==> src/rtl/alu_seq_pkg.sv <==
// Shared ALU operation codes (the ALU_control output encoding) and small
// decode helpers used by the sequential ALU.
package alu_seq_pkg;

    localparam logic [3:0] OP_ADD  = 4'd0;
    localparam logic [3:0] OP_SUB  = 4'd1;
    localparam logic [3:0] OP_XOR  = 4'd2;
    localparam logic [3:0] OP_OR   = 4'd3;
    localparam logic [3:0] OP_AND  = 4'd4;
    localparam logic [3:0] OP_SLL  = 4'd5;
    localparam logic [3:0] OP_SRL  = 4'd6;
    localparam logic [3:0] OP_SRA  = 4'd7;
    localparam logic [3:0] OP_SLT  = 4'd8;
    localparam logic [3:0] OP_SLTU = 4'd9;
    localparam logic [3:0] OP_BGE  = 4'd10;
    localparam logic [3:0] OP_BGEU = 4'd11;
    localparam logic [3:0] OP_EEE  = 4'd15;

    // True for the three shift operations, which take the shifter path.
    function automatic logic is_shift_op(input logic [3:0] func);
        return (func == OP_SLL) || (func == OP_SRL) || (func == OP_SRA);
    endfunction

endpackage

==> src/rtl/alu_seq_shifter.sv <==
// Shift datapath for alu_seq.
// Default build: iterative shifter, one bit per step; a zero amount completes
// at load time with the operand unchanged.
// ALU_SEQ_FAST_SHIFT_EN defined: full combinational barrel shift completed at
// load time; the step/last outputs are tied off.
module alu_seq_shifter #(
    parameter int DATA_WIDTH = 32
) (
    input  logic                          clk,
    input  logic                          rst,
    input  logic                          load_i,
    input  logic                          step_i,
    input  logic                          dir_left_i,
    input  logic                          arith_i,
    input  logic [DATA_WIDTH-1:0]         data_i,
    input  logic [$clog2(DATA_WIDTH)-1:0] amount_i,
    output logic [DATA_WIDTH-1:0]         imm_o,
    output logic                          imm_done_o,
    output logic [DATA_WIDTH-1:0]         step_data_o,
    output logic                          last_o
);

`ifdef ALU_SEQ_FAST_SHIFT_EN

    // Whole shift in one pass; the result is always available at load.
    always_comb begin
        imm_o       = '0;
        imm_done_o  = 1'b1;
        step_data_o = '0;
        last_o      = 1'b0;
        if (dir_left_i) begin
            imm_o = data_i << amount_i;
        end else if (arith_i) begin
            imm_o = $unsigned($signed(data_i) >>> amount_i);
        end else begin
            imm_o = data_i >> amount_i;
        end
    end

`else

    localparam int SHAMT_W = $clog2(DATA_WIDTH);

    logic [DATA_WIDTH-1:0] data_q,  data_d;
    logic [SHAMT_W-1:0]    count_q, count_d;
    logic                  left_q,  left_d;
    logic                  arith_q, arith_d;

    // One-bit shift of the working value plus completion decode.
    always_comb begin
        imm_o      = data_i;
        imm_done_o = (amount_i == '0);
        last_o     = (count_q == {{(SHAMT_W-1){1'b0}}, 1'b1});
        if (left_q) begin
            step_data_o = {data_q[DATA_WIDTH-2:0], 1'b0};
        end else begin
            step_data_o = {arith_q & data_q[DATA_WIDTH-1], data_q[DATA_WIDTH-1:1]};
        end
    end

    // Next working value: load a new operand or advance one bit.
    always_comb begin
        data_d  = data_q;
        count_d = count_q;
        left_d  = left_q;
        arith_d = arith_q;
        if (load_i) begin
            data_d  = data_i;
            count_d = amount_i;
            left_d  = dir_left_i;
            arith_d = arith_i;
        end else if (step_i) begin
            data_d  = step_data_o;
            count_d = count_q - {{(SHAMT_W-1){1'b0}}, 1'b1};
        end else begin
            data_d  = data_q;
            count_d = count_q;
        end
    end

    // Working value, remaining count and direction registers.
    always_ff @(posedge clk) begin
        if (rst) begin
            data_q  <= '0;
            count_q <= '0;
            left_q  <= 1'b0;
            arith_q <= 1'b0;
        end else begin
            data_q  <= data_d;
            count_q <= count_d;
            left_q  <= left_d;
            arith_q <= arith_d;
        end
    end

`endif

endmodule

==> src/rtl/alu_seq.sv <==
// Sequential ALU with valid/ready handshakes on both sides. Single-cycle
// arithmetic/logic/compare ops; shifts go through alu_seq_shifter
// (iterative by default, single-cycle when ALU_SEQ_FAST_SHIFT_EN is defined).
module alu_seq
    import alu_seq_pkg::*;
#(
    parameter int DATA_WIDTH = 32
) (
    input  logic                  clk,
    input  logic                  rst,
    input  logic                  in_valid,
    output logic                  in_ready,
    input  logic [3:0]            alu_func,
    input  logic [DATA_WIDTH-1:0] in_a,
    input  logic [DATA_WIDTH-1:0] in_b,
    output logic                  out_valid,
    input  logic                  out_ready,
    output logic [DATA_WIDTH-1:0] result,
    output logic                  zero,
    output logic                  illegal
);

    typedef enum logic [1:0] {
        ST_IDLE  = 2'd0,
        ST_SHIFT = 2'd1,
        ST_DONE  = 2'd2
    } state_e;

    state_e                state_q,   state_d;
    logic [DATA_WIDTH-1:0] result_q,  result_d;
    logic                  zero_q,    zero_d;
    logic                  illegal_q, illegal_d;

    logic                  in_ready_s;
    logic                  accept_s;
    logic                  load_s;
    logic                  step_s;
    logic [DATA_WIDTH-1:0] alu_res_s;
    logic                  alu_legal_s;
    logic [DATA_WIDTH-1:0] imm_s;
    logic                  imm_done_s;
    logic [DATA_WIDTH-1:0] step_data_s;
    logic                  last_s;

    assign in_ready_s = (state_q == ST_IDLE) || ((state_q == ST_DONE) && out_ready);
    assign accept_s   = in_valid && in_ready_s;
    assign in_ready   = in_ready_s;
    assign out_valid  = (state_q == ST_DONE);
    assign result     = result_q;
    assign zero       = zero_q;
    assign illegal    = illegal_q;

    alu_seq_shifter #(
        .DATA_WIDTH (DATA_WIDTH)
    ) u_shifter (
        .clk         (clk),
        .rst         (rst),
        .load_i      (load_s),
        .step_i      (step_s),
        .dir_left_i  (alu_func == OP_SLL),
        .arith_i     (alu_func == OP_SRA),
        .data_i      (in_a),
        .amount_i    (in_b[$clog2(DATA_WIDTH)-1:0]),
        .imm_o       (imm_s),
        .imm_done_o  (imm_done_s),
        .step_data_o (step_data_s),
        .last_o      (last_s)
    );

    // Single-cycle arithmetic, logic and compare results; shifts and unknown codes flag not-legal here.
    always_comb begin
        alu_res_s   = '0;
        alu_legal_s = 1'b1;
        case (alu_func)
            OP_ADD:  alu_res_s = in_a + in_b;
            OP_SUB:  alu_res_s = in_a - in_b;
            OP_XOR:  alu_res_s = in_a ^ in_b;
            OP_OR:   alu_res_s = in_a | in_b;
            OP_AND:  alu_res_s = in_a & in_b;
            OP_SLT:  alu_res_s = {{(DATA_WIDTH-1){1'b0}}, ($signed(in_a) <  $signed(in_b))};
            OP_SLTU: alu_res_s = {{(DATA_WIDTH-1){1'b0}}, (in_a <  in_b)};
            OP_BGE:  alu_res_s = {{(DATA_WIDTH-1){1'b0}}, ($signed(in_a) >= $signed(in_b))};
            OP_BGEU: alu_res_s = {{(DATA_WIDTH-1){1'b0}}, (in_a >= in_b)};
            default: begin
                alu_res_s   = '0;
                alu_legal_s = 1'b0;
            end
        endcase
    end

    // Next state and result capture; outputs only change when a result completes.
    always_comb begin
        state_d   = state_q;
        result_d  = result_q;
        zero_d    = zero_q;
        illegal_d = illegal_q;
        load_s    = 1'b0;
        step_s    = 1'b0;
        case (state_q)
            ST_IDLE, ST_DONE: begin
                if (accept_s) begin
                    if (is_shift_op(alu_func)) begin
                        load_s = 1'b1;
                        if (imm_done_s) begin
                            result_d  = imm_s;
                            zero_d    = (imm_s == '0);
                            illegal_d = 1'b0;
                            state_d   = ST_DONE;
                        end else begin
                            state_d   = ST_SHIFT;
                        end
                    end else if (alu_legal_s) begin
                        result_d  = alu_res_s;
                        zero_d    = (alu_res_s == '0);
                        illegal_d = 1'b0;
                        state_d   = ST_DONE;
                    end else begin
                        result_d  = '0;
                        zero_d    = 1'b1;
                        illegal_d = 1'b1;
                        state_d   = ST_DONE;
                    end
                end else if ((state_q == ST_DONE) && out_ready) begin
                    state_d = ST_IDLE;
                end else begin
                    state_d = state_q;
                end
            end
            ST_SHIFT: begin
                step_s = 1'b1;
                if (last_s) begin
                    result_d  = step_data_s;
                    zero_d    = (step_data_s == '0);
                    illegal_d = 1'b0;
                    state_d   = ST_DONE;
                end else begin
                    state_d   = ST_SHIFT;
                end
            end
            default: begin
                state_d = ST_IDLE;
            end
        endcase
    end

    // State and output registers; reset abandons any operation in flight.
    always_ff @(posedge clk) begin
        if (rst) begin
            state_q   <= ST_IDLE;
            result_q  <= '0;
            zero_q    <= 1'b0;
            illegal_q <= 1'b0;
        end else begin
            state_q   <= state_d;
            result_q  <= result_d;
            zero_q    <= zero_d;
            illegal_q <= illegal_d;
        end
    end

endmodule

==> config.mk <==
export PLATFORM = sky130hd
export DESIGN_NAME = alu_seq
export DESIGN_NICKNAME = d
export VERILOG_FILES = /design/src/rtl/alu_seq_pkg.sv /design/src/rtl/alu_seq_shifter.sv /design/src/rtl/alu_seq.sv
export SDC_FILE = /design/constraint.sdc
export NUM_CORES = 1
export LEC_CHECK = 0
export CAP_MARGIN = 20
export CORE_UTILIZATION = 31
export CTS_BUF_LIST = sky130_fd_sc_hd__clkbuf_16
export CTS_CLUSTER_DIAMETER = 120
export DETAILED_ROUTE_END_ITERATION = 7
export MAX_ROUTING_LAYER = met4
export PLACE_DENSITY = 0.51
export SLEW_MARGIN = 20
export SYNTH_ARGS = -nofsm -noshare
export SYNTH_HDL_FRONTEND = slang
export SYNTH_SLANG_ARGS = --single-unit
==> constraint.sdc <==
create_clock -name clk -period 3.4 [get_ports clk]
set_clock_uncertainty 0.15 [all_clocks]
set_input_delay 0.51 -clock clk [delete_from_list [all_inputs] [get_ports clk]]
set_output_delay 0.51 -clock clk [all_outputs]
set_load 0.005 [all_outputs]
==> flow_metrics.py <==
metrics = {
    "status": {
        "status": "complete, but fails checks",
        "violations": "design-rule violations, negative setup slack",
    },
    "finish": {
        "fin_area_sq_um": 16600,
        "drive_gt1_share_pct": 40.3,
        "final_util_pct": 53.7,
        "fill_cells": 2981,
        "regArea_sq_um": 1500,
        "antenna_cells": 0,
        "multi_input_area_sq_um": 8960,
        "final_nets": 2112,
        "area_delta_synth_final_pct": 69.6,
    },
    "worst_setup_path": {
        "critPathMaxFanout": 3,
        "reg2reg_from": "u_shifter.left_q",
        "path_class": "in2reg",
        "startpoint": "in_a[0]",
        "rr_worst_depth": 8,
        "required_ns": 3.50,
        "start_kind": "input pin",
        "end_kind": "flip-flop",
        "worstPathArrival_ns": 3.62,
    },
    "power_and_ir_drop": {
        "swShare_pct": 38.9,
        "comb_power_share_pct": 56.8,
        "intPower_mw": 2.75,
        "clock_power_share_pct": 21.4,
        "power_mw": 4.50,
        "peakVddDrop_v": 0.000257,
        "power_leakage_nw": 7.15,
        "p_switching_mw": 1.75,
        "p_per_area_nw_per_um2": 271,
        "seq_power_share_pct": 21.8,
    },
    "sta": {
        "slew-limit-headroom_pct": 43.5,
        "tns_ns": -0.133,
        "finalCritPeriodShare_pct": 104,
        "fin_ws_ns": -0.120,
        "hold_viol": 0,
        "tightest_slew_ns": 0.847,
        "maxSlewViolCount": 0,
        "min_period_ns": 3.52,
        "setup_viol": 3,
        "timing.fmax_mhz": 284,
        "rsz0062_at_grt": "true",
    },
    "global_routing": {
        "grt_usage_pct": 30.4,
        "grt_overflow": 0,
        "grt_start_max_net_pins": 80,
        "grt_pass1_vias": 12600,
        "grt_pass1_wl_microns": 73900,
        "antenna_found_initial": 0,
    },
    "clocking": {
        "cts_buffer_depth": 2,
        "root_buffer": "clkbuf_16",
        "htreeDepth": 3,
        "cts.sinks": 75,
        "path_clk_slew_ns": 0.06,
        "cts_buffers": 9,
        "worstSkewPairLatency_ns": 0.34,
        "cts_tree": "yes",
    },
    "yosys": {
        "ys_warn_count": 0,
        "postSynthAreaPerCell_sq_um": 6.86,
        "yosysSeqAreaShare_pct": 15.4,
        "async_flop_share_pct": 0,
        "synth.area.mux_share_pct": 3.84,
        "synth-adder-area-share_pct": 13.0,
        "synth_xor_area_share_pct": 0.896,
        "synth_compound_area_share_pct": 32.8,
        "syn-cell-area_sq_um": 9770,
        "ys_seq_elements": 75,
        "syn_inst": 1424,
        "synth_edf_count": 0,
        "syn-num-nets": 1596,
        "synth_top_flop_cell": "dfxtp_1",
        "synth_top_family_by_area": "compound AO/OA/AOI/OAI gates",
        "yosys.area_share.simple_pct": 25.9,
        "synth.distinct_cells": 93,
    },
    "placement": {
        "gp_congestion": 1.00,
        "dpl_cell_area_sq_um": 14300,
        "port_buffers": 107,
        "hpwl_microns": 39200,
    },
    "floorplanning": {
        "die_h_microns": 180,
        "coreArea_sq_um": 30800,
        "rows": 64,
        "dieWidth_microns": 180,
        "die_area_sq_um": 32200,
        "initial_utilization_pct": 31.7,
        "ioPinCount": 108,
    },
    "hold_path": {
        "min_path_cells": 2,
        "hold_start": "result[4]",
        "hold_path.class": "reg2reg",
    },
    "routing": {
        "wire_per_inst_microns": 21.1,
        "route.antenna.remaining_nets": 0,
        "drtIter0Drc": 1049,
        "drcViolationCount": 6,
        "routed-via-count": 13000,
        "drt-total-wl_microns": 49400,
        "dr.pass1.iters": 7,
        "viasPerCell": 5.55,
    },
    "run": {
        "maxCapViolations": 0,
    },
}
-- cells in the final DEF, fill, tap and decap left out, drive strengths merged, types with 31 or more instances in the layout --
cell,n
mux2i,33
a211oi,31
dfxtp,75
clkdlybuf4s50,56
ha,98
inv,99
nor2,183
o21ai,63
buf,502
nand2,129
nor3,43
a21oi,173
o211ai,35
-- synth_stat cells, types with 7 or more instances --
cell type	instances	area, sq um
o22ai_1	7	43.8
a22oi_1	8	60.1
o21ai_1	11	55.1
o31a_1	7	61.3
o21ai_0	51	255
o221ai_1	7	61.3
nand3b_1	8	60.1
o21bai_1	12	90.1
o32ai_1	9	78.8
o31ai_1	15	113
nand2b_1	19	119
a31oi_1	15	93.8
a221oi_1	7	61.3
o2111ai_1	7	61.3
nand4_1	28	175
a211oi_1	29	218
ha_1	98	1230
buf_2	26	130
clkbuf_1	61	229
nor4_1	23	144
a21oi_1	171	856
xnor2_1	9	78.8
and2_1	14	87.6
nor3_1	42	210
o211ai_1	35	263
nand2_1	127	477
nor2_1	181	679
a21o_1	17	128
nor2b_1	15	93.8
dfxtp_1	75	1500
inv_1	100	375
nand3_1	24	120
mux2i_1	33	330
-- metal layers --
metal / track usage [%] / up-vias / share of wire [%]
met4: 11.6 / 0 / 4.3
met3: 3.10 / 92 / 4.2
met1: 37.3 / 6253 / 44
li1: - / 6229 / -
met2: 51.5 / 420 / 48
met5: - / - / 0
-- metrics by stage --
stage	std cells	worst slack, ns	hold slack (ns)
after floorplan	1424	0.0512	0.286
after global placement	2260	-1.39	0.292
after detailed placement	2260	-1.40	0.294
after CTS	2306	-0.149	0.302
after global routing	2340	-0.224	0.325
final	2340	-0.120	0.302
-- kinds of logic after synthesis --
kind of cell | Yosys count
buffers and inverters | 198
AOI/OAI and AO/OA | 478
and+or+nand+nor | 526
xor gates and xnor gates | 10
DFF | 75
muxes | 37
adders and majority gates | 100
-- sequential cells by signal, indices dropped and copies added, names as in the netlist --
name and count:
result 32, u_shifter.arith_q 1, illegal 1, u_shifter.data_q 32, state_q 2, u_shifter.left_q 1
zero 1, u_shifter.count_q 5
-- path summary, 6_finish.rpt --
check	slack (ns)	to
max	-0.12	zero
min	0.30	result[4]
max reg2reg	0.53	zero
min reg2reg	0.30	result[4]
-- worst max-delay path, cell delays in order --
cell and delay [ns]:
buf_8 0.11, inv_6 0.05, ha_4 0.13, inv_2 0.04, fa_2 0.36, nand2b_4 0.10
a221oi_4 0.08, or2_4 0.29, o311ai_4 0.36, nand2_2 0.19, a211oi_2 0.29, mux2i_1 0.27
o211a_1 0.17, nor4b_4 0.22, nand4_1 0.16, o41ai_2 0.28
-- power groups by stage --
stage	logic [mW]	clock network, mW	registers (mW)
after floorplan	0.961	0	0.983
after global placement	2.07	0	0.995
after detailed placement	2.07	0	0.996
after CTS	2.34	0.978	0.977
after global routing	2.72	1.01	0.984
final	2.55	0.964	0.979
-- layout make-up --
cell class / count / area share, %
clock buffer: 9 / 1.36
tap: 396 / 2.99
sequential: 75 / 9.07
timing repair buffer: 603 / 29.7
multi-input combinational: 1151 / 54.1
clock inverter: 6 / 0.408
inverter: 100 / 2.36
-- what timing repair did --
action,4_1_cts,5_1_grt
endpoints found under the setup margin,28,26
hold buffers,0,0
resized for setup,270,168
pin swaps,70,101
setup buffers,31,37
Note: power is estimated with default switching activity, not from simulation.
